**config.mk**
```make
export PLATFORM = sky130hd
export DESIGN_NAME = riscv_multicycle_core
export DESIGN_NICKNAME = d
export VERILOG_FILES = /design/src/rtl/riscv_multicycle_core.sv
export SDC_FILE = /design/constraint.sdc
export NUM_CORES = 2
export LEC_CHECK = 0
export CAP_MARGIN = 20
export CORE_UTILIZATION = 25
export CTS_CLUSTER_SIZE = 10
export DETAILED_ROUTE_END_ITERATION = 8
export HOLD_SLACK_MARGIN = 0.15
export PLACE_DENSITY_LB_ADDON = 0.3
export SLEW_MARGIN = 15
export SYNTH_ARGS = -nofsm -noshare
export SYNTH_HDL_FRONTEND = slang
export SYNTH_SLANG_ARGS = --single-unit
```
**constraint.sdc**
```tcl
create_clock -name clk -period 12.31 [get_ports clk]
set_clock_uncertainty 0.05 [all_clocks]
set_input_delay 1.8465 -clock clk [delete_from_list [all_inputs] [get_ports clk]]
set_output_delay 1.8465 -clock clk [all_outputs]
set_load 0.05 [all_outputs]
```
**src/rtl/riscv_multicycle_core.sv**
```systemverilog
// Multi-cycle RV32I core: FETCH/DECODE/EXEC/MEM/WB sequencing with stallable
// instruction and data ports, sticky halt/trap status and a retire trace.
module riscv_multicycle_core #(
  parameter logic [31:0] RESET_PC     = 32'h0000_0000,
  parameter int          NUM_REGS     = 32,
  parameter bit          HALT_ON_ZERO = 1'b1,
  parameter int          CNT_W        = 32
) (
  input  logic             clk,
  input  logic             rst_n,
  output logic             imem_req,
  output logic [31:0]      imem_addr,
  input  logic             imem_ready,
  input  logic [31:0]      imem_rdata,
  output logic             dmem_req,
  output logic             dmem_we,
  output logic [31:0]      dmem_addr,
  output logic [3:0]       dmem_be,
  output logic [31:0]      dmem_wdata,
  input  logic             dmem_ready,
  input  logic [31:0]      dmem_rdata,
  output logic             retire,
  output logic [31:0]      retire_pc,
  output logic [31:0]      retire_instr,
  output logic [CNT_W-1:0] instret,
  output logic             halted,
  output logic             trap,
  output logic [2:0]       dbg_state
);

  // Handshake: a request is raised and held with stable address/data until the
  // cycle in which ready is seen high; that rising edge completes the transfer.

  typedef enum logic [2:0] {
    S_FETCH, S_DECODE, S_EXEC, S_MEM, S_WB, S_HALT, S_TRAP
  } state_t;

  localparam int RIDX_W = (NUM_REGS > 1) ? $clog2(NUM_REGS) : 1;

  localparam logic [6:0] OP_LUI    = 7'b0110111;
  localparam logic [6:0] OP_AUIPC  = 7'b0010111;
  localparam logic [6:0] OP_JAL    = 7'b1101111;
  localparam logic [6:0] OP_JALR   = 7'b1100111;
  localparam logic [6:0] OP_BRANCH = 7'b1100011;
  localparam logic [6:0] OP_LOAD   = 7'b0000011;
  localparam logic [6:0] OP_STORE  = 7'b0100011;
  localparam logic [6:0] OP_IMM    = 7'b0010011;
  localparam logic [6:0] OP_REG    = 7'b0110011;
  localparam logic [6:0] OP_FENCE  = 7'b0001111;
  localparam logic [6:0] OP_SYSTEM = 7'b1110011;

  state_t      state, next_state;
  logic [31:0] pc, ir, a, b, res, npc;
  logic [31:0] rf [0:NUM_REGS-1];

  logic [6:0]  opcode, f7;
  logic [4:0]  rd, rs1, rs2;
  logic [2:0]  f3;
  assign opcode = ir[6:0];
  assign rd     = ir[11:7];
  assign f3     = ir[14:12];
  assign rs1    = ir[19:15];
  assign rs2    = ir[24:20];
  assign f7     = ir[31:25];

  // Decode is purely combinational from IR, which is stable from DECODE to WB.
  logic        legal, is_halt, uses_rd, uses_rs1, uses_rs2, bad_reg;
  logic [31:0] imm;
  always_comb begin
    legal    = 1'b0;
    is_halt  = 1'b0;
    uses_rd  = 1'b0;
    uses_rs1 = 1'b0;
    uses_rs2 = 1'b0;
    imm      = '0;
    case (opcode)
      OP_LUI, OP_AUIPC: begin
        legal = 1'b1; uses_rd = 1'b1; imm = {ir[31:12], 12'b0};
      end
      OP_JAL: begin
        legal = 1'b1; uses_rd = 1'b1;
        imm = {{11{ir[31]}}, ir[31], ir[19:12], ir[20], ir[30:21], 1'b0};
      end
      OP_JALR: begin
        legal = (f3 == 3'b000); uses_rd = 1'b1; uses_rs1 = 1'b1;
        imm = {{20{ir[31]}}, ir[31:20]};
      end
      OP_BRANCH: begin
        legal = (f3 != 3'b010) && (f3 != 3'b011); uses_rs1 = 1'b1; uses_rs2 = 1'b1;
        imm = {{19{ir[31]}}, ir[31], ir[7], ir[30:25], ir[11:8], 1'b0};
      end
      OP_LOAD: begin
        legal = f3 inside {3'b000, 3'b001, 3'b010, 3'b100, 3'b101};
        uses_rd = 1'b1; uses_rs1 = 1'b1; imm = {{20{ir[31]}}, ir[31:20]};
      end
      OP_STORE: begin
        legal = f3 inside {3'b000, 3'b001, 3'b010};
        uses_rs1 = 1'b1; uses_rs2 = 1'b1; imm = {{20{ir[31]}}, ir[31:25], ir[11:7]};
      end
      OP_IMM: begin
        if (f3 == 3'b001)      legal = (f7 == 7'b0000000);
        else if (f3 == 3'b101) legal = (f7 == 7'b0000000) || (f7 == 7'b0100000);
        else                   legal = 1'b1;
        uses_rd = 1'b1; uses_rs1 = 1'b1; imm = {{20{ir[31]}}, ir[31:20]};
      end
      OP_REG: begin
        legal = (f7 == 7'b0000000) ||
                ((f7 == 7'b0100000) && ((f3 == 3'b000) || (f3 == 3'b101)));
        uses_rd = 1'b1; uses_rs1 = 1'b1; uses_rs2 = 1'b1;
      end
      OP_FENCE:  legal = (f3 == 3'b000);
      OP_SYSTEM: begin
        is_halt = (ir == 32'h0000_0073) || (ir == 32'h0010_0073);
        legal   = is_halt;
      end
      default: begin
        is_halt = HALT_ON_ZERO && (ir == 32'h0);
        legal   = is_halt;
      end
    endcase
  end

  assign bad_reg = (uses_rd  && (int'(rd)  >= NUM_REGS)) ||
                   (uses_rs1 && (int'(rs1) >= NUM_REGS)) ||
                   (uses_rs2 && (int'(rs2) >= NUM_REGS));

  logic [31:0] rs1_val, rs2_val;
  assign rs1_val = (rs1 == 5'd0) ? 32'h0 : rf[rs1[RIDX_W-1:0]];
  assign rs2_val = (rs2 == 5'd0) ? 32'h0 : rf[rs2[RIDX_W-1:0]];

  logic [31:0] alu_b, alu_y;
  logic        taken;
  always_comb begin
    alu_b = (opcode == OP_REG) ? b : imm;
    alu_y = '0;
    case (f3)
      3'b000: alu_y = ((opcode == OP_REG) && f7[5]) ? a - alu_b : a + alu_b;
      3'b001: alu_y = a << alu_b[4:0];
      3'b010: alu_y = {31'b0, $signed(a) < $signed(alu_b)};
      3'b011: alu_y = {31'b0, a < alu_b};
      3'b100: alu_y = a ^ alu_b;
      3'b101: alu_y = f7[5] ? 32'($signed(a) >>> alu_b[4:0]) : a >> alu_b[4:0];
      3'b110: alu_y = a | alu_b;
      default: alu_y = a & alu_b;
    endcase
    case (f3)
      3'b000:  taken = (a == b);
      3'b001:  taken = (a != b);
      3'b100:  taken = $signed(a) < $signed(b);
      3'b101:  taken = !($signed(a) < $signed(b));
      3'b110:  taken = a < b;
      3'b111:  taken = !(a < b);
      default: taken = 1'b0;
    endcase
  end

  // EXEC results: res carries the writeback value or the effective address.
  logic [31:0] pc4, ea, ex_res, ex_npc;
  logic        ex_mem, ex_trap, mis_mem;
  assign pc4 = pc + 32'd4;
  assign ea  = a + imm;
  always_comb begin
    ex_res  = '0;
    ex_npc  = pc4;
    ex_mem  = 1'b0;
    mis_mem = 1'b0;
    case (opcode)
      OP_LUI:    ex_res = imm;
      OP_AUIPC:  ex_res = pc + imm;
      OP_JAL:    begin ex_res = pc4; ex_npc = pc + imm; end
      OP_JALR:   begin ex_res = pc4; ex_npc = ea & ~32'd1; end
      OP_BRANCH: ex_npc = taken ? pc + imm : pc4;
      OP_LOAD, OP_STORE: begin
        ex_res  = ea;
        ex_mem  = 1'b1;
        mis_mem = ((f3[1:0] == 2'b01) && ea[0]) || ((f3[1:0] == 2'b10) && (ea[1:0] != 2'b00));
      end
      OP_IMM, OP_REG: ex_res = alu_y;
      default: ex_res = '0;
    endcase
    ex_trap = mis_mem || (ex_npc[1:0] != 2'b00);
  end

  logic        is_store;
  logic [7:0]  ld_byte;
  logic [15:0] ld_half;
  logic [31:0] ld_val;
  assign is_store = (opcode == OP_STORE);
  assign ld_byte  = dmem_rdata[{res[1:0], 3'b000} +: 8];
  assign ld_half  = res[1] ? dmem_rdata[31:16] : dmem_rdata[15:0];
  always_comb begin
    case (f3)
      3'b000:  ld_val = {{24{ld_byte[7]}}, ld_byte};
      3'b001:  ld_val = {{16{ld_half[15]}}, ld_half};
      3'b100:  ld_val = {24'b0, ld_byte};
      3'b101:  ld_val = {16'b0, ld_half};
      default: ld_val = dmem_rdata;
    endcase
  end

  logic do_retire;
  always_comb begin
    next_state = state;
    imem_req   = 1'b0;
    dmem_req   = 1'b0;
    dmem_we    = 1'b0;
    dmem_be    = 4'b0000;
    dmem_wdata = '0;
    do_retire  = 1'b0;
    case (state)
      S_FETCH: begin
        imem_req = 1'b1;
        if (imem_ready) next_state = S_DECODE;
      end
      S_DECODE: next_state = (!legal || bad_reg) ? S_TRAP : S_EXEC;
      S_EXEC:   next_state = ex_trap ? S_TRAP : (ex_mem ? S_MEM : S_WB);
      S_MEM: begin
        dmem_req = 1'b1;
        dmem_we  = is_store;
        case (f3[1:0])
          2'b00:   begin dmem_be = 4'b0001 << res[1:0]; dmem_wdata = {4{b[7:0]}};  end
          2'b01:   begin dmem_be = 4'b0011 << res[1:0]; dmem_wdata = {2{b[15:0]}}; end
          default: begin dmem_be = 4'b1111;             dmem_wdata = b;            end
        endcase
        if (dmem_ready) begin
          next_state = is_store ? S_FETCH : S_WB;
          do_retire  = is_store;
        end
      end
      S_WB: begin
        next_state = is_halt ? S_HALT : S_FETCH;
        do_retire  = 1'b1;
      end
      default: next_state = state;
    endcase
    // A request must not be visible while reset is held.
    if (!rst_n) begin
      imem_req = 1'b0;
      dmem_req = 1'b0;
    end
  end

  assign imem_addr = pc;
  assign dmem_addr = {res[31:2], 2'b00};
  assign dbg_state = state;

  always_ff @(posedge clk) begin
    if (!rst_n) begin
      state        <= S_FETCH;
      pc           <= RESET_PC;
      ir           <= '0;
      a            <= '0;
      b            <= '0;
      res          <= '0;
      npc          <= '0;
      retire       <= 1'b0;
      retire_pc    <= '0;
      retire_instr <= '0;
      instret      <= '0;
      halted       <= 1'b0;
      trap         <= 1'b0;
      for (int i = 0; i < NUM_REGS; i++) rf[i] <= '0;
    end else begin
      state  <= next_state;
      retire <= do_retire;
      case (state)
        S_FETCH:  if (imem_ready) ir <= imem_rdata;
        S_DECODE: begin a <= rs1_val; b <= rs2_val; end
        S_EXEC:   begin res <= ex_res; npc <= ex_npc; end
        S_MEM: begin
          if (dmem_ready && is_store) pc <= pc4;
          if (dmem_ready && !is_store) res <= ld_val;
        end
        S_WB: begin
          if (uses_rd && (rd != 5'd0)) rf[rd[RIDX_W-1:0]] <= res;
          if (is_halt) halted <= 1'b1;
          else         pc <= npc;
        end
        default: ;
      endcase
      if (do_retire) begin
        retire_pc    <= pc;
        retire_instr <= ir;
        instret      <= instret + CNT_W'(1);
      end
      if ((state != S_TRAP) && (next_state == S_TRAP)) trap <= 1'b1;
    end
  end

endmodule

```
==> results.toml <==
[clock_network]
cts_hold_buffers = 0
clockBufferDepth = 4
clk_latency_ns = 0.87
clkSlewWorstSetupHoldPaths_ns = 0.06
post_cts_buffers = 0
cts.sinks = 1328
ctsRootBufferMaster = "clkbuf_16"
tritoncts = "done"
cts_resized = 0
htreeDepth = 4
cts_buffers = 170

[global_routing]
grt_use_total_pct = 23.6
grt_pass1_vias = 64700
grt_max_degree = 128
grt_first_pass_wirelength_um = 546000
busiest_layer = "met2"
met3_usage_pct = 4.10
use_met1_pct = 29.7
grt_overflow_total = 0
grtUsageMet2_pct = 38.4
antenna_found_initial = 48

[placed_design]
dp.final_hpwl_um = 280000
portBuffers = 270
postPlaceCellArea_um2 = 90800
dp_cells = 11600
routabilityCongestion = 1.05

[yosys]
ys.flop_type = "edfxtp_1"
synthesis.area_um2 = 82400
ys_seq_area_share_pct = 44.7
synth_cells = 7366
avgSynthCellArea_um2 = 11.2
synth_edf_count = 1024
synthDistinctLibCells = 98
async_flop_share_pct = 0
synth_warnings = 0
ys_ff_latch = 1328

[detailed_routing]
vias = 66100
first_iter_violations = 8877
ant_nets = 0
drt_wl_total_um = 403000
drt-pass1-iter-count = 7
routed_via_density = 5.58
routedWlPerCell_um = 33.9
drc = 0

[finish]
layout_commonest_cell = "edfxtp_1"
area_delta_synth_final_pct = 16.2
largest_reg_flops = 1024
regMostFlops = "rf"
multiInputGateArea_um2 = 43000
n_fill_cell = 33500
final_cell_mix = "edfxtp_1, and2_1, mux4_2"
final_nets = 7669
drive_gt1_share_pct = 17.1
layout.cells.non_filler = 11900
regArea_um2 = 36900
fin_area_um2 = 95700

[die]
die_h_um = 576
initial_core_util_pct = 25.2
fp.dieW_um = 576
ios = 273
fp.dieArea_um2 = 332000
rows = 210
core_um2 = 328000

[sta]
fmax_mhz = 143
hold_viol = 0
rsz0062_at_grt = "false"
worst_pin_slew_ns = 1.34
fin_crit_sh_pct = 56.9
maxSlewHeadroom_pct = 10.7
period_minus_slack_ns = 7.01
setup_violations = 0
drv_slew = 0
fin_hold_ws_ns = 0.398
fin_setup_tns_ns = 0

[setup_path]
crit_type = "reg2reg"
end_kind = "flop"
cp_max_fo = 22
critPathRequiredTime_ns = 12.93
startpoint_type = "flop"
cp.arrival_ns = 7.62

[pwr]
vdd_drop_max_v = 0.000104
power.total_mw = 12.1
powerDensity_nw_per_um2 = 126
leakagePower_nw = 32.8

[flow_run]
max-cap-violations = 0

[hold_path]
hold_path_class = "reg2reg"

[outcome]
outcome = "finished clean"
## cell type report
type                       instances  share of cell area [%]
multi-input combinational       5188                    44.9
sequential                      1328                    38.5
inverter                         186                   0.737
clock inverter                    24                   0.239
clock buffer                     222                    4.81
antenna                           27                  0.0706
tap                             4346                    5.68
timing repair buffer             538                    5.02
## cells by family after synthesis
family	count (synthesis)	synth area share (%)
compound gates	1521	11.7
mux	761	19.0
flops	1328	44.7
buf+inv	883	4.20
fa+ha+maj	190	2.91
xor+xnor	158	1.68
other cells	1	0.00455
simple gates	2524	15.8
## layer usage
metal / routed length [um] / up-vias
li1: - / 27600
met1: 158000 / 34000
met2: 186000 / 3748
met3: 33000 / 827
met4: 25500 / 4
met5: 31 / -
## report_power, final
part | switching, mW | total (mW) | internal [mW]
registers | 0.186 | 5.16 | 4.98
logic | 1.44 | 2.26 | 0.813
clock network | 2.00 | 4.63 | 2.63
## worst paths after layout
path	startpoint	endpoint	slack (ns)	depth (start not counted)
setup / recovery	ir[6]	res[28]	5.30	18
hold / removal	retire_pc[22]	retire_pc[22]	0.40	2
setup reg to reg	ir[6]	res[28]	5.30	18
hold reg to reg	retire_pc[22]	retire_pc[22]	0.40	2
## worst max-delay path, cell delays in order (launching register included)
cell	delay [ns]
dfxtp_1	0.81
nand4b_1	0.42
nor2_2	0.19
and2_1	0.51
or2_1	0.49
a21o_1	0.31
nand2b_1	0.31
a21boi_0	0.31
ha_1	0.41
or4_1	0.55
a21oi_1	0.23
o311ai_0	0.28
a2111oi_0	0.47
o31ai_1	0.29
a211oi_1	0.44
nor2b_1	0.13
a221oi_1	0.38
or4b_1	0.18
nand3_1	0.09
## per-stage QoR
step / util (%) / setup WS (ns)
floorplan: - / 6.33
global placement: 27.7 / 5.52
detailed placement: 27.7 / 5.52
CTS: 29.2 / 5.50
global route: 29.2 / 5.07
finish: 29.2 / 5.30
## Yosys cell counts (all sizes together) (50+ instances only)
master | number | area [um2]
dfxtp | 304 | 6090
mux4 | 644 | 14500
nand3 | 187 | 936
nand2 | 514 | 1930
edfxtp | 1024 | 30700
xnor2 | 98 | 858
inv | 183 | 687
mux2i | 108 | 1080
ha | 186 | 2330
a221oi | 52 | 455
a211oi | 76 | 571
nor2 | 478 | 1790
and2 | 995 | 6220
a21oi | 522 | 2620
o21ai | 329 | 1650
xor2 | 60 | 526
buf | 139 | 671
a21o | 79 | 593
clkbuf | 558 | 2090
nor3 | 115 | 576
o211ai | 81 | 608
a31oi | 50 | 319
No activity file was read; power rests on OpenSTA's default activity.
